## src/rtl/glitch_defs_pkg.sv

```systemverilog
// Shared glitch_wb definitions: register addresses, host opcodes, response codes
// and the command-master state type.
package glitch_defs;

    localparam logic [3:0] GLITCH_STATUS  = 4'h0;
    localparam logic [3:0] GLITCH_QUEUE_0 = 4'h4;
    localparam logic [3:0] GLITCH_QUEUE_1 = 4'h5;
    localparam logic [3:0] GLITCH_QUEUE_2 = 4'h6;
    localparam logic [3:0] GLITCH_QUEUE_3 = 4'h7;

    localparam logic [7:0] OP_WRITE_ENTRY = 8'h01;
    localparam logic [7:0] OP_READ_STATUS = 8'h02;

    localparam logic [7:0] RSP_OK      = 8'h00;
    localparam logic [7:0] RSP_INVALID = 8'hFE;
    localparam logic [7:0] RSP_TIMEOUT = 8'hFF;

    typedef enum logic [1:0] {
        ST_IDLE,
        ST_COLLECT,
        ST_BUS,
        ST_RESP
    } mstate_e;

    // Payload byte n lands in GLITCH_QUEUE_n; the queue registers are contiguous.
    function automatic logic [3:0] queue_addr(input logic [1:0] idx);
        return GLITCH_QUEUE_0 + {2'b00, idx};
    endfunction

endpackage

```

## src/rtl/glitch_wbm_bus.sv

```systemverilog
// Single Wishbone transfer engine: registered stb/we/adr/dat held until ack.
// Optional ack timeout enabled by defining GLITCH_WBM_TIMEOUT_EN.
module glitch_wbm_bus #(
    parameter int unsigned TIMEOUT_CYCLES = 16
) (
    input  logic       clk_i,
    input  logic       rst_i,
    input  logic       start_i,
    input  logic [3:0] addr_i,
    input  logic       we_i,
    input  logic [7:0] wdata_i,
    output logic       done_o,
    output logic [7:0] rdata_o,
    output logic       err_o,
    output logic [5:2] adr_o,
    output logic [7:0] dat_o,
    input  logic [7:0] dat_i,
    output logic       we_o,
    output logic       stb_o,
    input  logic       ack_i
);

    logic       stb_q, stb_d;
    logic       we_q, we_d;
    logic [3:0] adr_q, adr_d;
    logic [7:0] dat_q, dat_d;
    logic       timeout;

`ifdef GLITCH_WBM_TIMEOUT_EN
    localparam int unsigned CW = $clog2(TIMEOUT_CYCLES + 1);
    logic [CW-1:0] cnt_q, cnt_d;

    // cnt_q holds the number of stb-high cycles already completed without ack.
    always_comb begin
        cnt_d = cnt_q;
        if (!stb_q)
            cnt_d = '0;
        else if (!ack_i)
            cnt_d = cnt_q + 1'b1;
    end

    always_ff @(posedge clk_i or posedge rst_i) begin
        if (rst_i)
            cnt_q <= '0;
        else
            cnt_q <= cnt_d;
    end

    assign timeout = stb_q && (cnt_q == CW'(TIMEOUT_CYCLES - 1));
`else
    assign timeout = 1'b0 & (TIMEOUT_CYCLES == 0);
`endif

    always_comb begin
        stb_d = stb_q;
        we_d  = we_q;
        adr_d = adr_q;
        dat_d = dat_q;
        if (stb_q) begin
            if (ack_i || timeout)
                stb_d = 1'b0;
        end else if (start_i) begin
            stb_d = 1'b1;
            we_d  = we_i;
            adr_d = addr_i;
            dat_d = wdata_i;
        end
    end

    always_ff @(posedge clk_i or posedge rst_i) begin
        if (rst_i) begin
            stb_q <= 1'b0;
            we_q  <= 1'b0;
            adr_q <= '0;
            dat_q <= '0;
        end else begin
            stb_q <= stb_d;
            we_q  <= we_d;
            adr_q <= adr_d;
            dat_q <= dat_d;
        end
    end

    assign done_o  = stb_q && (ack_i || timeout);
    assign err_o   = stb_q && timeout && !ack_i;
    assign rdata_o = dat_i;
    assign stb_o   = stb_q;
    assign we_o    = we_q;
    assign adr_o   = adr_q;
    assign dat_o   = dat_q;

endmodule

```

## src/rtl/glitch_wb_master.sv

```systemverilog
// Host byte-command to Wishbone master for the glitch_wb register slave.
// Ack timeout (response 0xFF) compiled in when GLITCH_WBM_TIMEOUT_EN is defined.
module glitch_wb_master
    import glitch_defs::*;
#(
    parameter int unsigned TIMEOUT_CYCLES = 16
) (
    input  logic       clk_i,
    input  logic       rst_i,
    input  logic       cmd_valid_i,
    input  logic [7:0] cmd_data_i,
    output logic       cmd_ready_o,
    output logic       rsp_valid_o,
    output logic [7:0] rsp_data_o,
    input  logic       rsp_ready_i,
    output logic [5:2] adr_o,
    output logic [7:0] dat_o,
    input  logic [7:0] dat_i,
    output logic       we_o,
    output logic       stb_o,
    input  logic       ack_i
);

    mstate_e         state_q, state_d;
    logic [1:0]      idx_q, idx_d;
    logic [3:0][7:0] pay_q, pay_d;
    logic            is_rd_q, is_rd_d;
    logic [7:0]      rsp_q, rsp_d;
    logic            start_q, start_d;
    logic            run_q;
    logic            accept;
    logic            bus_done, bus_err;
    logic [7:0]      bus_rdata;

    // run_q keeps cmd_ready_o low until the first clock after reset release.
    assign cmd_ready_o = run_q && (state_q == ST_IDLE || state_q == ST_COLLECT);
    assign accept      = cmd_valid_i && cmd_ready_o;
    assign rsp_valid_o = (state_q == ST_RESP);
    assign rsp_data_o  = rsp_q;

    always_comb begin
        state_d = state_q;
        idx_d   = idx_q;
        pay_d   = pay_q;
        is_rd_d = is_rd_q;
        rsp_d   = rsp_q;
        start_d = start_q;
        case (state_q)
            ST_IDLE: if (accept) begin
                idx_d = '0;
                if (cmd_data_i == OP_WRITE_ENTRY) begin
                    state_d = ST_COLLECT;
                end else if (cmd_data_i == OP_READ_STATUS) begin
                    state_d = ST_BUS;
                    is_rd_d = 1'b1;
                    start_d = 1'b1;
                end else begin
                    state_d = ST_RESP;
                    rsp_d   = RSP_INVALID;
                end
            end
            ST_COLLECT: if (accept) begin
                pay_d[idx_q] = cmd_data_i;
                idx_d        = idx_q + 2'd1;
                if (idx_q == 2'd3) begin
                    state_d = ST_BUS;
                    is_rd_d = 1'b0;
                    start_d = 1'b1;
                end
            end
            ST_BUS: begin
                start_d = 1'b0;
                // Next write is requested only after done so the bus sees an idle cycle.
                if (bus_done) begin
                    if (bus_err) begin
                        state_d = ST_RESP;
                        rsp_d   = RSP_TIMEOUT;
                    end else if (is_rd_q) begin
                        state_d = ST_RESP;
                        rsp_d   = bus_rdata;
                    end else if (idx_q == 2'd3) begin
                        state_d = ST_RESP;
                        rsp_d   = RSP_OK;
                    end else begin
                        idx_d   = idx_q + 2'd1;
                        start_d = 1'b1;
                    end
                end
            end
            ST_RESP: if (rsp_ready_i) state_d = ST_IDLE;
            default: state_d = ST_IDLE;
        endcase
    end

    always_ff @(posedge clk_i or posedge rst_i) begin
        if (rst_i) begin
            state_q <= ST_IDLE;
            idx_q   <= '0;
            pay_q   <= '0;
            is_rd_q <= 1'b0;
            rsp_q   <= '0;
            start_q <= 1'b0;
            run_q   <= 1'b0;
        end else begin
            state_q <= state_d;
            idx_q   <= idx_d;
            pay_q   <= pay_d;
            is_rd_q <= is_rd_d;
            rsp_q   <= rsp_d;
            start_q <= start_d;
            run_q   <= 1'b1;
        end
    end

    glitch_wbm_bus #(
        .TIMEOUT_CYCLES(TIMEOUT_CYCLES)
    ) u_bus (
        .clk_i   (clk_i),
        .rst_i   (rst_i),
        .start_i (start_q),
        .addr_i  (is_rd_q ? GLITCH_STATUS : queue_addr(idx_q)),
        .we_i    (!is_rd_q),
        .wdata_i (pay_q[idx_q]),
        .done_o  (bus_done),
        .rdata_o (bus_rdata),
        .err_o   (bus_err),
        .adr_o   (adr_o),
        .dat_o   (dat_o),
        .dat_i   (dat_i),
        .we_o    (we_o),
        .stb_o   (stb_o),
        .ack_i   (ack_i)
    );

endmodule

```

## config.mk

```make
export PLATFORM = sky130hd
export DESIGN_NAME = glitch_wb_master
export DESIGN_NICKNAME = d
export VERILOG_FILES = /design/src/rtl/glitch_defs_pkg.sv /design/src/rtl/glitch_wbm_bus.sv /design/src/rtl/glitch_wb_master.sv
export SDC_FILE = /design/constraint.sdc
export NUM_CORES = 1
export LEC_CHECK = 0
export ABC_CLOCK_PERIOD_IN_PS = 5400
export CORE_ASPECT_RATIO = 0.75
export CORE_MARGIN = 3
export CORE_UTILIZATION = 55
export CTS_CLUSTER_DIAMETER = 40
export DETAILED_ROUTE_END_ITERATION = 7
export GPL_ROUTABILITY_DRIVEN = 0
export PLACE_DENSITY = 0.8
export SYNTH_ARGS = -nofsm -noshare
export SYNTH_HDL_FRONTEND = slang
export SYNTH_SLANG_ARGS = --single-unit
```

## constraint.sdc

```tcl
create_clock -name clk_i -period 5.4 [get_ports clk_i]
set_input_delay 1.08 -clock clk_i [delete_from_list [all_inputs] [get_ports clk_i]]
set_output_delay 1.08 -clock clk_i [all_outputs]
set_load 0.01 [all_outputs]
```

==> results.sh <==
export IMPL_grtUsageMet3=0.0659
export IMPL_yosys_area_share_adder=0.0405
export IMPL_synth_edf_count=0
export IMPL_clk_latency_ps=340
export IMPL_synth_top_family_by_area="multiplexers"
export IMPL_start_util=0.598
export IMPL_yosysTopAreaCell="dfrtp_1"
export IMPL_route_final_wire_length_um=5320
export IMPL_antenna_left=0
export IMPL_fin_setup_tns_ps=0
export IMPL_mappedNetlistNets=253
export IMPL_cap_violations=0
export IMPL_seqPwrFrac=0.402
export IMPL_cellPowerDensity_nw_per_um2=550
export IMPL_portBuffers=43
export IMPL_die_area_um2=5950
export IMPL_synthTopCellsByArea="dfrtp_1 53%, mux2_2 16%, nand2_1 6.9%"
export IMPL_async_flop_share=1.00
export IMPL_first_pass_iters=4
export IMPL_final_area_um2=3410
export IMPL_die_h_um=67.6
export IMPL_io_pins=45
export IMPL_use_met2=0.287
export IMPL_finalCritPeriodShare=0.544
export IMPL_drive_above_1_share=0.245
export IMPL_fin_worst_skew_ps=4.24
export IMPL_diodes=0
export IMPL_worst_pin_slew_ps=718
export IMPL_seq_area_frac_synth=0.531
export IMPL_ys_seq_elements=59
export IMPL_grt_pass1_vias=1682
export IMPL_fmax_mhz=340
export IMPL_synthDistinctLibCells=32
export IMPL_cp_max_fo=5
export IMPL_cp_data_arrival_time_ps=1860
export IMPL_drt_iter0_markers=103
export IMPL_syn_area_per_cell_um2=12.5
export IMPL_die_width_um=88.1
export IMPL_critPathCaptureType="primary output"
export IMPL_status="complete, no violations"
export IMPL_cts_setup_buffers=0
export IMPL_core_um2=4650
export IMPL_track_usage=0.208
export IMPL_cp_required_ps=4320
export IMPL_hold_path_class="reg2reg"
export IMPL_clockPowerShare=0.176
export IMPL_clockBufferDepth=2
export IMPL_ys_warn_count=0
export IMPL_synth_xor_xnor_area_share=0
export IMPL_cp_start_kind="register"
export IMPL_grt_max_degree=60
export IMPL_path_clk_slew_ps=60
export IMPL_synth_mux_area_frac=0.246
export IMPL_combPwrFrac=0.422
export IMPL_layout_min_cycle_time_ps=2940
export IMPL_drv_slew=0
export IMPL_antenna_found_initial=0
export IMPL_cts_max_level=3
export IMPL_synthCells=223
export IMPL_critPathKind="reg2out"
export IMPL_wl_per_cell_um=16.1
export IMPL_cts_tree="yes"
export IMPL_ys_flop_type="dfrtp_1"
export IMPL_use_met1=0.301
export IMPL_ir_worst_vdd_mv=0.298
export IMPL_switching_power_mw=0.641
export IMPL_netlist_area_um2=2780
export IMPL_num_vias=1754
export IMPL_route_detailed_drc=0
export IMPL_num_rows=21
export IMPL_p_leak_nw=1.56
export IMPL_p_sw_frac=0.342
export IMPL_slew_headroom=0.521
export IMPL_cts_sinks=59
export IMPL_hold_viol_final=0
export IMPL_busiest_layer="met1"
export IMPL_clockRootBuffer="clkbuf_8"
export IMPL_ctsResizeCount=0
export IMPL_synth_top_area_share=0.531
export IMPL_grt_pass1_wl_um=8830
export IMPL_p_int_mw=1.23
export IMPL_synth_simple_area_share=0.112
export IMPL_via_per_inst=5.30
export IMPL_rsz0062_at_grt="false"
export IMPL_syn_to_final_growth_pct=22.6
export IMPL_fin_nets=300
export IMPL_cts_hold_buffers=0
export IMPL_grt_overflow=0
export IMPL_place_area_um2=3250
export IMPL_dp_hpwl_um=3850
export IMPL_setup_violations=0
export IMPL_numCtsBuffers=9
export IMPL_synth_compound_area_frac=0.0423
-- flip-flops by register name (all words and copies together) (netlist names) --
name and cells:
idx_q 2, is_rd_q 1, pay_q 32, rsp_data_o 8
run_q 1, start_q 1, state_q 2, u_bus.adr_o 3
u_bus.dat_o 8, u_bus.stb_o 1
-- path summary, 6_finish.rpt --
kind                                start        endpoint  slack [ps]  cells after the start
max in group asynchronous           rst_i        pay_q[9]        3660                      3
min                        u_bus.dat_o[0]  u_bus.dat_o[0]         470                      2
max reg2reg                      idx_q[0]   rsp_data_o[1]        3100                      5
min reg2reg                u_bus.dat_o[0]  u_bus.dat_o[0]         470                      2
min in group asynchronous           rst_i  u_bus.dat_o[6]        1250                      3
max                            state_q[0]     cmd_ready_o        2460                      5
-- cell usage in the layout (no fill, tap or decap), types with 3 or more instances in the layout --
master           instances
mux2i_1                  3
dfrtp_1                 59
mux2_1                   3
nor2_1                   4
o21ai_0                  4
inv_1                    7
a21oi_1                  3
nand2_1                 51
mux2_2                  39
clkdlybuf4s50_1         43
clkinv_2                 3
ha_1                     9
clkbuf_8                10
mux4_2                   8
-- power groups by stage --
stage               Clock (mW)  Combinational [mW]  Sequential [mW]
floorplan                    0               0.537            0.730
global placement             0               0.769            0.754
detailed placement           0               0.792            0.763
CTS                      0.340               0.795            0.755
global route             0.363               0.867            0.779
finish                   0.330               0.790            0.754
-- synthesized netlist by cell type (all sizes together) (2+ instances only) --
cell / number
nor3: 2
and3: 2
o31ai: 2
a21oi: 4
nand2: 51
mux2: 42
nor2: 4
ha: 9
o21ai: 4
a31oi: 2
clkbuf: 4
mux4: 8
dfrtp: 59
nor4b: 2
mux2i: 3
conb: 2
nand2b: 2
inv: 8
buf: 4
-- per-layer routing --
layer	up-vias	wire, µm	part of all wire
li1	863	-	-
met1	849	2690	0.51
met2	34	2320	0.44
met3	8	219	0.041
met4	0	87	0.016
met5	-	0	0
-- area by class of cell --
| type | instances | area, µm² |
|---|---|---|
| timing repair buffer | 44 | 438 |
| fill | 309 | 1240 |
| clock buffer | 12 | 145 |
| inverter | 8 | 30.0 |
| clock inverter | 3 | 15.0 |
| multi-input combinational | 148 | 1230 |
| sequential | 59 | 1480 |
| tap | 57 | 71.3 |
-- cells by family after synthesis --
| kind of cell | after synthesis |
|---|---|
| fa+ha+maj | 9 |
| other cells | 2 |
| buf+inv | 16 |
| mux | 53 |
| compound gates | 16 |
| simple gates | 68 |
| flops | 59 |
-- critical path, stage by stage, from the launching register on --
cell	delay (ps)
dfrtp_1	420
inv_1	100
ha_1	230
nor2_1	100
nor2b_1	130
clkdlybuf4s50_1	540
-- through the flow --
| stage | total power, mW | utilization | hold WS, ps | instances | setup slack (ps) |
|---|---|---|---|---|---|
| final | 1.87 | 0.733 | 473 | 331 | 2460 |
| after detailed placement | 1.55 | 0.698 | 464 | 316 | 2430 |
| after global placement | 1.52 | 0.698 | 457 | 316 | 2460 |
| after CTS | 1.89 | 0.733 | 479 | 331 | 2440 |
| after global routing | 2.01 | 0.733 | 498 | 331 | 2290 |
| after floorplan | 1.27 | - | 474 | 223 | 2860 |
Power figures use the tool's default switching activity.
